--- src/rtl/pipelined_lookahead_adder_if.sv ---
// Operand/result handshake bundle for pipelined_lookahead_adder.
// ADDSUB_MODE_EN adds sub (with a/b) and ovf (with sum).
interface pipelined_lookahead_adder_if #(
  parameter int WIDTH = 64
);
  logic             in_valid;
  logic             in_ready;
  logic [WIDTH-1:0] a;
  logic [WIDTH-1:0] b;
  logic             cin;
  logic             out_valid;
  logic             out_ready;
  logic [WIDTH-1:0] sum;
  logic             cout;
`ifdef ADDSUB_MODE_EN
  logic             sub;
  logic             ovf;

  modport master (output in_valid, a, b, cin, sub, out_ready,
                  input  in_ready, out_valid, sum, cout, ovf);
  modport slave  (input  in_valid, a, b, cin, sub, out_ready,
                  output in_ready, out_valid, sum, cout, ovf);
`else
  modport master (output in_valid, a, b, cin, out_ready,
                  input  in_ready, out_valid, sum, cout);
  modport slave  (input  in_valid, a, b, cin, out_ready,
                  output in_ready, out_valid, sum, cout);
`endif
endinterface

--- src/rtl/pipelined_lookahead_adder.sv ---
// Pipelined carry-lookahead adder, STAGES segments of BLK-bit CLA blocks; ADDSUB_MODE_EN adds sub/ovf.
// Latency STAGES cycles, throughput one result per cycle.
// Backpressure: stalled stages hold, empty stages still fill; in_ready drops only when every stage is full.
module pipelined_lookahead_adder #(
  parameter int WIDTH  = 64,
  parameter int BLK    = 4,
  parameter int STAGES = 4
) (
  input  logic                      clk,
  input  logic                      rst_n,
  pipelined_lookahead_adder_if.slave bus
);
  localparam int SEG = WIDTH / STAGES;

  logic [STAGES-1:0] vld;
  logic [STAGES-1:0] adv;
  logic [WIDTH-1:0]  b_eff;

`ifdef ADDSUB_MODE_EN
  assign b_eff = bus.b ^ {WIDTH{bus.sub}};
`else
  assign b_eff = bus.b;
`endif

  // A stage may move unless it and every later stage are full while the sink stalls.
  always_comb begin
    logic full;
    full = 1'b1;
    adv  = '0;
    for (int k = STAGES - 1; k >= 0; k--) begin
      full   = full & vld[k];
      adv[k] = bus.out_ready | ~full;
    end
  end

  assign bus.in_ready = adv[0];

  // Chain of BLK-bit blocks; inside a block every carry is a flat sum of products of g/p and block carry-in.
  function automatic logic [SEG:0] seg_add(input logic [SEG-1:0] x,
                                           input logic [SEG-1:0] y,
                                           input logic           ci);
    logic [SEG-1:0] s;
    logic [BLK-1:0] g;
    logic [BLK-1:0] p;
    logic [BLK:0]   c;
    logic           t;
    s    = '0;
    c    = '0;
    t    = 1'b0;
    c[0] = ci;
    for (int n = 0; n < SEG / BLK; n++) begin
      g = x[n*BLK +: BLK] & y[n*BLK +: BLK];
      p = x[n*BLK +: BLK] ^ y[n*BLK +: BLK];
      for (int i = 1; i <= BLK; i++) begin
        t = c[0];
        for (int j = 0; j < i; j++) t = t & p[j];
        c[i] = t;
        for (int j = 0; j < i; j++) begin
          t = g[j];
          for (int m = j + 1; m < i; m++) t = t & p[m];
          c[i] = c[i] | t;
        end
      end
      s[n*BLK +: BLK] = p ^ c[BLK-1:0];
      c[0] = c[BLK];
    end
    return {c[0], s};
  endfunction

  for (genvar k = 0; k < STAGES; k++) begin : g_stg
    localparam int RW = WIDTH - (k + 1) * SEG;

    logic [RW+SEG-1:0]      src_a;
    logic [RW+SEG-1:0]      src_b;
    logic                   src_c;
    logic                   src_v;
    logic [SEG:0]           res;
    logic [(k+1)*SEG-1:0]   sum_nxt;
    logic [(k+1)*SEG-1:0]   sum_q;
    logic                   vld_q;
    logic                   cry_q;

    if (k == 0) begin : g_first
      assign src_a   = bus.a;
      assign src_b   = b_eff;
      assign src_c   = bus.cin;
      assign src_v   = bus.in_valid;
      assign sum_nxt = res[SEG-1:0];
    end else begin : g_next
      assign src_a   = g_stg[k-1].g_fwd.opa_q;
      assign src_b   = g_stg[k-1].g_fwd.opb_q;
      assign src_c   = g_stg[k-1].cry_q;
      assign src_v   = g_stg[k-1].vld_q;
      assign sum_nxt = {res[SEG-1:0], g_stg[k-1].sum_q};
    end

    assign res    = seg_add(src_a[SEG-1:0], src_b[SEG-1:0], src_c);
    assign vld[k] = vld_q;

    // Data only loads with a valid token so the output keeps the last real result across bubbles.
    always_ff @(posedge clk or negedge rst_n) begin
      if (!rst_n) begin
        vld_q <= 1'b0;
        cry_q <= 1'b0;
        sum_q <= '0;
      end else if (adv[k]) begin
        vld_q <= src_v;
        if (src_v) begin
          cry_q <= res[SEG];
          sum_q <= sum_nxt;
        end
      end
    end

    if (RW > 0) begin : g_fwd
      logic [RW-1:0] opa_q;
      logic [RW-1:0] opb_q;
      always_ff @(posedge clk or negedge rst_n) begin
        if (!rst_n) begin
          opa_q <= '0;
          opb_q <= '0;
        end else if (adv[k] && src_v) begin
          opa_q <= src_a[RW+SEG-1:SEG];
          opb_q <= src_b[RW+SEG-1:SEG];
        end
      end
    end

    if (k == STAGES - 1) begin : g_last
      assign bus.out_valid = vld_q;
      assign bus.sum       = sum_q;
      assign bus.cout      = cry_q;
`ifdef ADDSUB_MODE_EN
      logic ovf_q;
      // Carry into the MSB is recovered as sum ^ a ^ b at that bit.
      always_ff @(posedge clk or negedge rst_n) begin
        if (!rst_n) begin
          ovf_q <= 1'b0;
        end else if (adv[k] && src_v) begin
          ovf_q <= res[SEG] ^ res[SEG-1] ^ src_a[SEG-1] ^ src_b[SEG-1];
        end
      end
      assign bus.ovf = ovf_q;
`endif
    end
  end
endmodule

--- src/flat_wrapper.sv ---
// flat-port wrapper written by rule: the top's interface ports become plain ports
module pipelined_lookahead_adder_flat 
#(
  parameter int WIDTH  = 64,
  parameter int BLK    = 4,
  parameter int STAGES = 4
)
  (clk, rst_n, bus_in_valid, bus_a, bus_b, bus_cin, bus_out_ready, bus_in_ready, bus_out_valid, bus_sum, bus_cout);
  pipelined_lookahead_adder_if #(.WIDTH(WIDTH)) bus_i ();
  input  logic clk;
  input  logic rst_n;
  input wire logic [$bits(bus_i.in_valid)-1:0] bus_in_valid;
  input wire logic [$bits(bus_i.a)-1:0] bus_a;
  input wire logic [$bits(bus_i.b)-1:0] bus_b;
  input wire logic [$bits(bus_i.cin)-1:0] bus_cin;
  input wire logic [$bits(bus_i.out_ready)-1:0] bus_out_ready;
  output wire logic [$bits(bus_i.in_ready)-1:0] bus_in_ready;
  output wire logic [$bits(bus_i.out_valid)-1:0] bus_out_valid;
  output wire logic [$bits(bus_i.sum)-1:0] bus_sum;
  output wire logic [$bits(bus_i.cout)-1:0] bus_cout;
  assign bus_i.in_valid = bus_in_valid;
  assign bus_i.a = bus_a;
  assign bus_i.b = bus_b;
  assign bus_i.cin = bus_cin;
  assign bus_i.out_ready = bus_out_ready;
  assign bus_in_ready = bus_i.in_ready;
  assign bus_out_valid = bus_i.out_valid;
  assign bus_sum = bus_i.sum;
  assign bus_cout = bus_i.cout;
  pipelined_lookahead_adder #(.WIDTH(WIDTH), .BLK(BLK), .STAGES(STAGES)) u_core (.clk(clk), .rst_n(rst_n), .bus(bus_i));
endmodule
--- config.mk ---
export PLATFORM = sky130hd
export DESIGN_NAME = pipelined_lookahead_adder_flat
export DESIGN_NICKNAME = d
export VERILOG_FILES = /design/src/rtl/pipelined_lookahead_adder_if.sv /design/src/rtl/pipelined_lookahead_adder.sv /design/src/flat_wrapper.sv
export SDC_FILE = /design/constraint.sdc
export NUM_CORES = 1
export LEC_CHECK = 0
export ABC_AREA = 1
export BUFFER_PORTS_ARGS = -buffer_cell sky130_fd_sc_hd__clkbuf_2
export CAP_MARGIN = 10
export CORE_UTILIZATION = 50
export DETAILED_ROUTE_END_ITERATION = 8
export PLACE_DENSITY = 0.66
export REMOVE_ABC_BUFFERS = 1
export SETUP_SLACK_MARGIN = 0.15
export SLEW_MARGIN = 20
export SYNTH_ARGS = -nofsm -noshare
export SYNTH_HDL_FRONTEND = slang
export SYNTH_SLANG_ARGS = --single-unit
--- constraint.sdc ---
create_clock -name clk -period 9.7 [get_ports clk]
set_input_delay 0 -clock clk [delete_from_list [all_inputs] [get_ports clk]]
set_output_delay 0 -clock clk [all_outputs]
set_load 0.05 [all_outputs]
# [Word-level counts from Yosys, hierarchy flattened]
# Cells that the tools add are included.
[op_classes] bitwise_logic=379 n_reduce_logical=7
[op_table] op="$or 1x1->1" count=164
[op_table] op="$and 1x1->1" count=163
[op_table] op="$xor 4x4->4" count=32
[op_table] op="$and 4x4->4" count=16
[op_table] op="$reduce_and 2->1" count=4
[op_table] op="$not 1->1" count=4
[op_table] op="$logic_and 1x1->1" count=3
[totals] register_bits=360 wordCells=404

# [Depth between registers and ports, before layout]
# Gate-level depths: netlist (run 1).
[depth] depth_word=33 depth_mapped=29

# [Worst setup path after synthesis (run 1)]
# Ideal clock, no wire load.
[synth_timing] path_kind="reg-to-reg" start="register u_core.g_stg[0].g_fwd.opb_q[0]" end="register u_core.g_stg[1].sum_q[29]" arrival_ps=3175 slack_ps=6395 path_stages_with_launch=26 n_path_buf=0 cell_sequence="dfrtp_1 -> ha_1 -> ha_1 -> nand2_1 -> nand3b_1 -> nand2_1 -> nand2_1 -> nand2_1 -> nand2_1 -> ha_1 -> nand2_1 -> nand3b_1 -> nand2_1 -> nand2_1 -> nand2_1 -> nand2_1 -> ha_1 -> nand2_1 -> nand3b_1 -> nand2_1 -> nand2_1 -> nand2_1 -> nand2_1 -> fa_1 -> xnor2_1 -> o21ai_0"
[synth_via] elab_chain_len=28
[synth_lines] element="from (decl)" line="pipelined_lookahead_adder.sv:117" text="logic [RW-1:0] opb_q;"
[synth_lines] element="from (signal assigned)" line="pipelined_lookahead_adder.sv:124" text="opb_q <= src_b[RW+SEG-1:SEG];"
[synth_lines] element="$xor 4x4->4" line="pipelined_lookahead_adder.sv:53" text="p = x[n*BLK +: BLK] ^ y[n*BLK +: BLK];"
[synth_lines] element="$and 1x1->1 (4 in a row)" line="pipelined_lookahead_adder.sv:56" text="for (int j = 0; j < i; j++) t = t & p[j];"
[synth_lines] element="$or 1x1->1 * (4 in a row)" line="pipelined_lookahead_adder.sv:61" text="c[i] = c[i] | t;"
[synth_lines] element="$and 1x1->1 * (4 in a row)" line="pipelined_lookahead_adder.sv:56"
[synth_lines] element="$or 1x1->1 * (4 in a row)" line="pipelined_lookahead_adder.sv:61"
[synth_lines] element="$and 1x1->1 * (4 in a row)" line="pipelined_lookahead_adder.sv:56"
[synth_lines] element="$or 1x1->1 * (4 in a row)" line="pipelined_lookahead_adder.sv:61"
[synth_lines] element="$and 1x1->1 *" line="pipelined_lookahead_adder.sv:56"
[synth_lines] element="$or 1x1->1 *" line="pipelined_lookahead_adder.sv:61"
[synth_lines] element="$xor 4x4->4 *" line="pipelined_lookahead_adder.sv:64" text="s[n*BLK +: BLK] = p ^ c[BLK-1:0];"
[synth_lines] element="to (signal assigned)" line="pipelined_lookahead_adder.sv:110" text="sum_q <= sum_nxt;"
[synth_lines] element="to (decl)" line="pipelined_lookahead_adder.sv:79" text="logic [(k+1)*SEG-1:0] sum_q;"
# Mark *: on every way between the ends. The rest lies on a longest branch, timed or not.
# A chain may end at the register's enable or synchronous reset.

# [Worst setup path in the final report (run 1)]
[layout_timing] start="input bus_a[3]" end="register u_core.g_stg[0].cry_q"
[layout_via] elab_chain_len=30
[layout_lines] element="from (decl)" line="flat_wrapper.sv:13" text="input wire logic [$bits(bus_i.a)-1:0] bus_a;"
[layout_lines] element="$xor 4x4->4" line="pipelined_lookahead_adder.sv:53"
[layout_lines] element="$and 1x1->1, on equally long branches" line="pipelined_lookahead_adder.sv:56, pipelined_lookahead_adder.sv:60"
[layout_lines] element="$or 1x1->1 (3 in a row)" line="pipelined_lookahead_adder.sv:61"
[layout_lines] element="$or 1x1->1 *" line="pipelined_lookahead_adder.sv:61"
[layout_lines] element="$and 1x1->1 * (4 in a row)" line="pipelined_lookahead_adder.sv:56"
[layout_lines] element="$or 1x1->1 * (4 in a row)" line="pipelined_lookahead_adder.sv:61"
[layout_lines] element="$and 1x1->1 * (4 in a row)" line="pipelined_lookahead_adder.sv:56"
[layout_lines] element="$or 1x1->1 * (4 in a row)" line="pipelined_lookahead_adder.sv:61"
[layout_lines] element="$and 1x1->1 * (4 in a row)" line="pipelined_lookahead_adder.sv:56"
[layout_lines] element="$or 1x1->1 * (4 in a row)" line="pipelined_lookahead_adder.sv:61"
[layout_lines] element="to (signal assigned)" line="pipelined_lookahead_adder.sv:109" text="cry_q <= res[SEG];"
[layout_lines] element="to (decl)" line="pipelined_lookahead_adder.sv:81" text="logic cry_q;"
# Marked as above.

==> impl_metrics.py, run 1 <==
metrics = {
    "layout": {
        "final_util_pct": 63.8,
        "drive_gt1_share_pct": 13.6,
        "multi_input_area_sq_um": 5900,
        "antenna_cells": 0,
        "fin_nets": 2288,
        "syn2layout_area_growth_pct": 24.6,
        "final_cells": 2483,
        "nFillCells": 2572,
        "seqCellArea_sq_um": 9010,
    },
    "critical_path": {
        "r2r_slack_ns": 6.02,
        "cp_slowest_cell": "dlygate4sd3_1",
        "crit_path_end_kind": "flip-flop",
        "crit_type": "in2reg",
        "cpLargestDelayFamily": "buffers and inverters",
        "worst-path-buf-inv": 4,
        "required_ns": 10.10,
        "critPathMostFrequentCell": "nand2_1",
        "cp_num_cells": 28,
        "worstPathMaxFanout": 2,
        "arrival_ns": 4.33,
        "rr_worst_depth": 25,
        "cp-start-kind": "primary input",
        "cpPeakStageDelay_ns": 0.57,
    },
    "placed_design": {
        "pre_cts_slack_ns": 6.02,
        "place.gp.congestion": 0.797,
        "post-dp-hpwl_um": 20200,
        "dp.cells": 2274,
        "io_buffer_count": 199,
    },
    "pwr": {
        "vdd_ir_drop_max_mv": 0.158,
        "power_frac_clock_pct": 28.0,
        "seq_power_share_pct": 40.6,
        "switching_share_pct": 37.2,
        "pwr-share-comb_pct": 31.4,
        "powerDensity_nw_per_um2": 279,
        "p_leak_nw": 10.5,
        "intPower_mw": 3.46,
        "p_switching_mw": 2.05,
    },
    "floorplanning": {
        "ioPinCount": 200,
        "dieHeight_um": 180,
        "die-area_sq_um": 32400,
        "floorplan.initialDensity_pct": 51.2,
        "num_rows": 64,
        "fp.dieW_um": 180,
        "coreArea_sq_um": 30900,
    },
    "route": {
        "wl_per_cell_um": 13.8,
        "vias": 12100,
        "postRouteAntennaNets": 0,
        "first_pass_iters": 8,
        "viasPerCell": 4.87,
        "drc": 11,
        "drtIter0Drc": 756,
        "postRouteWirelength_um": 34300,
    },
    "grt": {
        "antenna_found_initial": 0,
        "grt_usage_pct": 22.1,
        "grt_max_degree": 164,
        "grt_pass1_vias": 12000,
        "grt_pass1_wl_um": 58600,
        "gr-total-overflow": 0,
    },
    "run_status": {
        "failed_checks": "DRC",
        "status": "finished, violations left",
    },
    "yosys": {
        "avgSynthCellArea_sq_um": 9.07,
        "synth_compound_area_share_pct": 5.53,
        "synth_seq_cells": 360,
        "synthAdderAreaFrac_pct": 8.34,
        "synthesis.area_sq_um": 15800,
        "syn-instance-count": 1746,
        "synth_xor_area_share_pct": 1.11,
        "synthSimpleGateAreaFrac_pct": 22.1,
        "synth_top_family_by_area": "simple AND/OR/NAND/NOR gates",
        "synthMuxAreaShare_pct": 0,
        "yosys_warnings": 0,
        "synth.distinct_cells": 23,
        "synth-seq-area-share_pct": 56.9,
    },
    "min_path": {
        "hold_class": "in2reg",
        "holdPathStages": 4,
    },
    "clock_network": {
        "cts_post_setup_buffers_inserted": 0,
        "clock_latency_ns": 0.51,
        "cts_tree": "yes",
        "clkSlewWorstSetupHoldPaths_ns": 0.06,
        "cts_buffers": 39,
        "cts.sink_count": 360,
        "cts_max_level": 2,
        "clockBufferDepth": 3,
        "cts_root_buf": "clkbuf_16",
    },
    "sta": {
        "fin_hold_ws_ns": 0.0281,
        "rsz0062_at_grt": "false",
        "setup_ws_ns": 5.77,
        "worst_pin_slew_ns": 1.01,
        "slew_viol_final": 0,
        "setup_viol": 0,
        "max_freq_ghz": 0.254,
        "fin_skew_ns": 0.00890,
        "min_period_ns": 3.93,
        "slew_headroom_pct": 32.7,
        "fin_crit_sh_pct": 40.5,
        "finalHoldViolCount": 0,
        "setup_tns_ns": 0,
    },
    "flow_run": {
        "maxCapViolCount": 0,
    },
}
[power by group through the flow]
stage	clock (mW)	sequential (mW)	combinational [mW]
global route	1.65	2.30	1.94
CTS	1.58	2.24	1.75
finish	1.55	2.24	1.73
global placement	0	2.25	1.65
floorplan	0	2.63	0.817
detailed placement	0	2.26	1.69
[registers in the layout (all words and copies together), names as in the netlist]
| register | cells |
|---|---|
| u_core.g_stg.cry_q | 3 |
| u_core.g_stg.vld_q | 3 |
| u_core.g_stg.g_fwd.opa_q | 96 |
| u_core.g_stg.g_fwd.opb_q | 96 |
| u_core.bus.out_valid | 1 |
| u_core.bus.cout | 1 |
| u_core.bus.sum | 64 |
| u_core.g_stg.sum_q | 96 |
[Yosys cell counts]
| cell | number | area (sq um) |
|---|---|---|
| a21oi_1 | 1 | 5.00 |
| buf_2 | 31 | 155 |
| buf_4 | 8 | 60.1 |
| buf_6 | 15 | 169 |
| clkbuf_1 | 21 | 78.8 |
| dfrtp_1 | 360 | 9010 |
| fa_1 | 16 | 320 |
| ha_1 | 80 | 1000 |
| inv_1 | 127 | 477 |
| inv_2 | 3 | 11.3 |
| nand2_1 | 814 | 3060 |
| nand2_2 | 1 | 6.26 |
| nand2_4 | 1 | 11.3 |
| nand3_1 | 41 | 205 |
| nand3b_1 | 16 | 120 |
| nand4_1 | 4 | 25.0 |
| nand4_2 | 1 | 12.5 |
| nor2_1 | 12 | 45.0 |
| nor2_4 | 2 | 22.5 |
| o21ai_0 | 149 | 746 |
| o21ai_1 | 15 | 75.1 |
| o22ai_1 | 8 | 50.1 |
| xnor2_1 | 20 | 175 |
[what timing repair did]
action,in CTS,in global routing
hold buffers,140,0
resized for setup,0,0
hold endpoints to repair,242,0
[final cells by class]
class,instances,area share [%]
Timing Repair Buffer,347,12.6
Tap cell,396,2.51
Inverter,130,2.48
Clock buffer,52,5.76
Sequential cell,360,45.7
Multi-Input combinational cell,1181,29.9
Clock inverter,17,1.12
[worst min-delay path, cell delays in order]
cell      delay, ns
clkbuf_2       0.11
fa_1           0.19
xnor2_1        0.11
o21ai_0        0.08
[placed cells by master (no fill, tap or decap)]
cell           instances
o22ai_1                8
clkbuf_8               7
buf_12                 1
o21ai_1               15
nand4_2                1
nand4_1                4
fa_1                  16
dlygate4sd3_1        140
buf_8                  1
nand3b_1              16
dfrtp_1              360
clkinvlp_4             4
clkbuf_16             41
clkbuf_1               4
clkinv_2               9
xnor2_1               20
nor2_1                12
ha_1                  80
inv_1                125
nand2_4                3
nand2_1              813
clkbuf_2             198
a21oi_4                1
nand3_1               41
buf_4                  7
inv_2                  4
o21ai_0              149
nor2_4                 2
bufinv_16              5
[metal layers]
layer | wire (um) | vias to the layer above | track usage (%)
li1 | - | 6057 | -
met1 | 15700 | 5768 | 29.9
met2 | 16700 | 225 | 37.6
met3 | 1250 | 49 | 2.76
met4 | 671 | 0 | 6.07
met5 | 0 | - | 0
[kinds of logic after synthesis]
logic type,Yosys count
DFF,360
xor gates and xnor gates,20
buffers and inverters,205
and+or+nand+nor,892
adders and majority gates,96
AOI/OAI and AO/OA,173
[path summary, 6_finish.rpt]
kind | startpoint | end
max | bus_a[3] | u_core.g_stg[0].cry_q
min | bus_b[4] | u_core.g_stg[0].sum_q[5]
max reg2reg | u_core.g_stg[1].g_fwd.opb_q[0] | u_core.g_stg[2].sum_q[45]
min reg2reg | u_core.g_stg[1].sum_q[14] | u_core.g_stg[2].sum_q[14]
max in group asynchronous | rst_n | u_core.g_stg[0].sum_q[12]
min in group asynchronous | rst_n | u_core.g_stg[0].g_fwd.opb_q[18]
[metrics by stage]
step                      cell area (sq um)  total power [mW]
final                                 19700              5.51
after global routing                  19700              5.89
after CTS                             19700              5.57
after detailed placement              17000              3.95
after global placement                17000              3.90
after floorplan                       15400              3.45
Note: power is estimated with default switching activity, not from simulation.
==> run 2, diff against run 1 <==
PLACE_DENSITY = 0.69   (was 0.66)
clock period = 3.5 ns   (was 9.7 ns; I/O delays follow)
==> impl_metrics.py, run 2 (synthesis results as in run 1) <==
metrics = {
    "floorplanning": {
        "floorplan.initialDensity_pct": 51.2,
        "dieHeight_um": 180,
        "num_rows": 64,
        "fp.dieW_um": 180,
        "die-area_sq_um": 32400,
        "coreArea_sq_um": 30900,
        "ioPinCount": 200,
    },
    "layout": {
        "nFillCells": 2142,
        "fin_nets": 2487,
        "top_regs": "u_core.g_stg.g_fwd.opa_q: 96 flops, u_core.g_stg.g_fwd.opb_q: 96 flops, u_core.g_stg.sum_q: 96 flops",
        "final_cell_mix": "nand2_1, dfrtp_1, clkbuf_2",
        "final_common_cell": "nand2_1",
        "seqCellArea_sq_um": 9010,
        "drive_gt1_share_pct": 25.2,
        "syn2layout_area_growth_pct": 39.3,
        "multi_input_area_sq_um": 6390,
    },
    "route": {
        "viasPerCell": 5.10,
        "first_pass_iters": 9,
        "drtIter0Drc": 843,
        "wl_per_cell_um": 16.5,
        "drc": 10,
        "vias": 13700,
        "postRouteWirelength_um": 44300,
        "postRouteAntennaNets": 0,
    },
    "clock_network": {
        "clkSlewWorstSetupHoldPaths_ns": 0.06,
        "clock_latency_ns": 0.52,
        "cts_root_buf": "clkbuf_16",
        "cts_max_level": 2,
        "clockBufferDepth": 3,
        "cts_tree": "yes",
        "cts.sink_count": 360,
        "cts_buffers": 39,
    },
    "sta": {
        "fin_crit_sh_pct": 103,
        "setup_viol": 9,
        "max_freq_ghz": 0.279,
        "min_period_ns": 3.59,
        "rsz0062_at_grt": "true",
        "finalHoldViolCount": 0,
        "fin_skew_ns": 0.0211,
        "fin_hold_ws_ns": 0.0171,
        "worst_pin_slew_ns": 1.02,
        "slew_viol_final": 0,
        "setup_ws_ns": -0.0902,
        "setup_tns_ns": -0.358,
        "slew_headroom_pct": 32.3,
    },
    "grt": {
        "antenna_found_initial": 1,
        "grt_max_degree": 170,
        "grt_usage_pct": 25.8,
        "gr-total-overflow": 0,
        "grt_pass1_wl_um": 67400,
        "grt_pass1_vias": 14000,
    },
    "critical_path": {
        "cp-start-kind": "flip-flop",
        "worstPathMaxFanout": 2,
        "crit_type": "reg2reg",
        "cpPeakStageDelay_ns": 0.44,
        "cp_slowest_cell": "dfrtp_1",
        "crit_path_end_kind": "flip-flop",
        "critPathMostFrequentCell": "buf_6",
        "required_ns": 3.91,
        "arrival_ns": 4.00,
        "cpLargestDelayFamily": "buffers and inverters",
        "worst-path-buf-inv": 17,
    },
    "flow_run": {
        "maxCapViolCount": 0,
    },
    "pwr": {
        "powerDensity_nw_per_um2": 777,
        "vdd_ir_drop_max_mv": 0.440,
        "total_power_mw": 17.1,
        "p_leak_nw": 11.7,
    },
    "placed_design": {
        "io_buffer_count": 199,
        "post-dp-hpwl_um": 20800,
        "place.gp.congestion": 0.774,
    },
    "min_path": {
        "hold_class": "in2reg",
    },
    "run_status": {
        "failed_checks": "DRC, setup timing",
        "status": "finished, violations left",
    },
}
-- run 2: final timing paths --
check / from / endpoint / slack (ns) / depth (start not counted)
max: u_core.g_stg[0].g_fwd.opb_q[0] / u_core.g_stg[1].sum_q[19] / -0.09 / 26
min: bus_a[13] / u_core.g_stg[0].sum_q[13] / 0.02 / 4
max reg2reg: u_core.g_stg[0].g_fwd.opb_q[0] / u_core.g_stg[1].sum_q[19] / -0.09 / 26
min reg2reg: u_core.g_stg[1].sum_q[12] / u_core.g_stg[2].sum_q[12] / 0.46 / 2
max in group asynchronous: rst_n / u_core.bus.out_valid / 2.32 / 3
min in group asynchronous: rst_n / u_core.g_stg[0].g_fwd.opb_q[21] / 0.16 / 2
-- run 2: power by group --
part / total [mW] / internal, mW / switching (mW)
combinational: 6.93 / 2.76 / 4.18
sequential: 6.27 / 5.45 / 0.822
clock: 3.94 / 2.32 / 1.61
total: 17.1 / 10.5 / 6.61
-- run 2: what timing repair did --
item,4_1_cts,5_1_grt
hold buffers,134,0
gates resized for setup,46,202
buffers inserted,179,12
pin swaps,54,84
endpoints found under the hold margin,233,0
endpoints found under the setup margin,15,39
-- run 2: area by class of cell --
type | count | area share [%]
Sequential cell | 360 | 40.8
Multi-Input combinational cell | 1181 | 29.0
Timing Repair Buffer | 546 | 20.2
Clock buffer | 62 | 5.23
Tap cell | 396 | 2.25
Inverter | 130 | 2.22
Clock inverter | 6 | 0.267
Antenna cell | 1 | 0.0113
-- run 2: routing by layer --
layer | share of wire [%] | GRT usage [%] | up-vias | wire length [um]
li1 | - | - | 6451 | -
met1 | 39 | 31.6 | 6636 | 17300
met2 | 52 | 46.1 | 450 | 22900
met3 | 4.8 | 3.22 | 128 | 2140
met4 | 4.2 | 10.3 | 0 | 1880
met5 | 0 | 0 | - | 0
-- run 2: worst register-to-register path: cells and delay by family (launching register included) --
| family | cells | cell delay [ns] |
|---|---|---|
| and+or+nand+nor | 7 | 0.63 |
| adders and majority gates | 2 | 0.45 |
| DFF | 1 | 0.44 |
| buffers and inverters | 17 | 1.96 |
-- run 2: per-stage QoR --
step	util [%]	setup slack, ns	std cells	instance area [sq um]
2_1_floorplan	-	-1.20	1671	15400
3_3_place_gp	55.4	0.0266	2288	17100
3_5_place_dp	55.4	-0.0359	2288	17100
4_1_cts	68.5	0.126	2669	21200
5_1_grt	71.3	-0.196	2682	22100
6_report	71.3	-0.0902	2682	22100
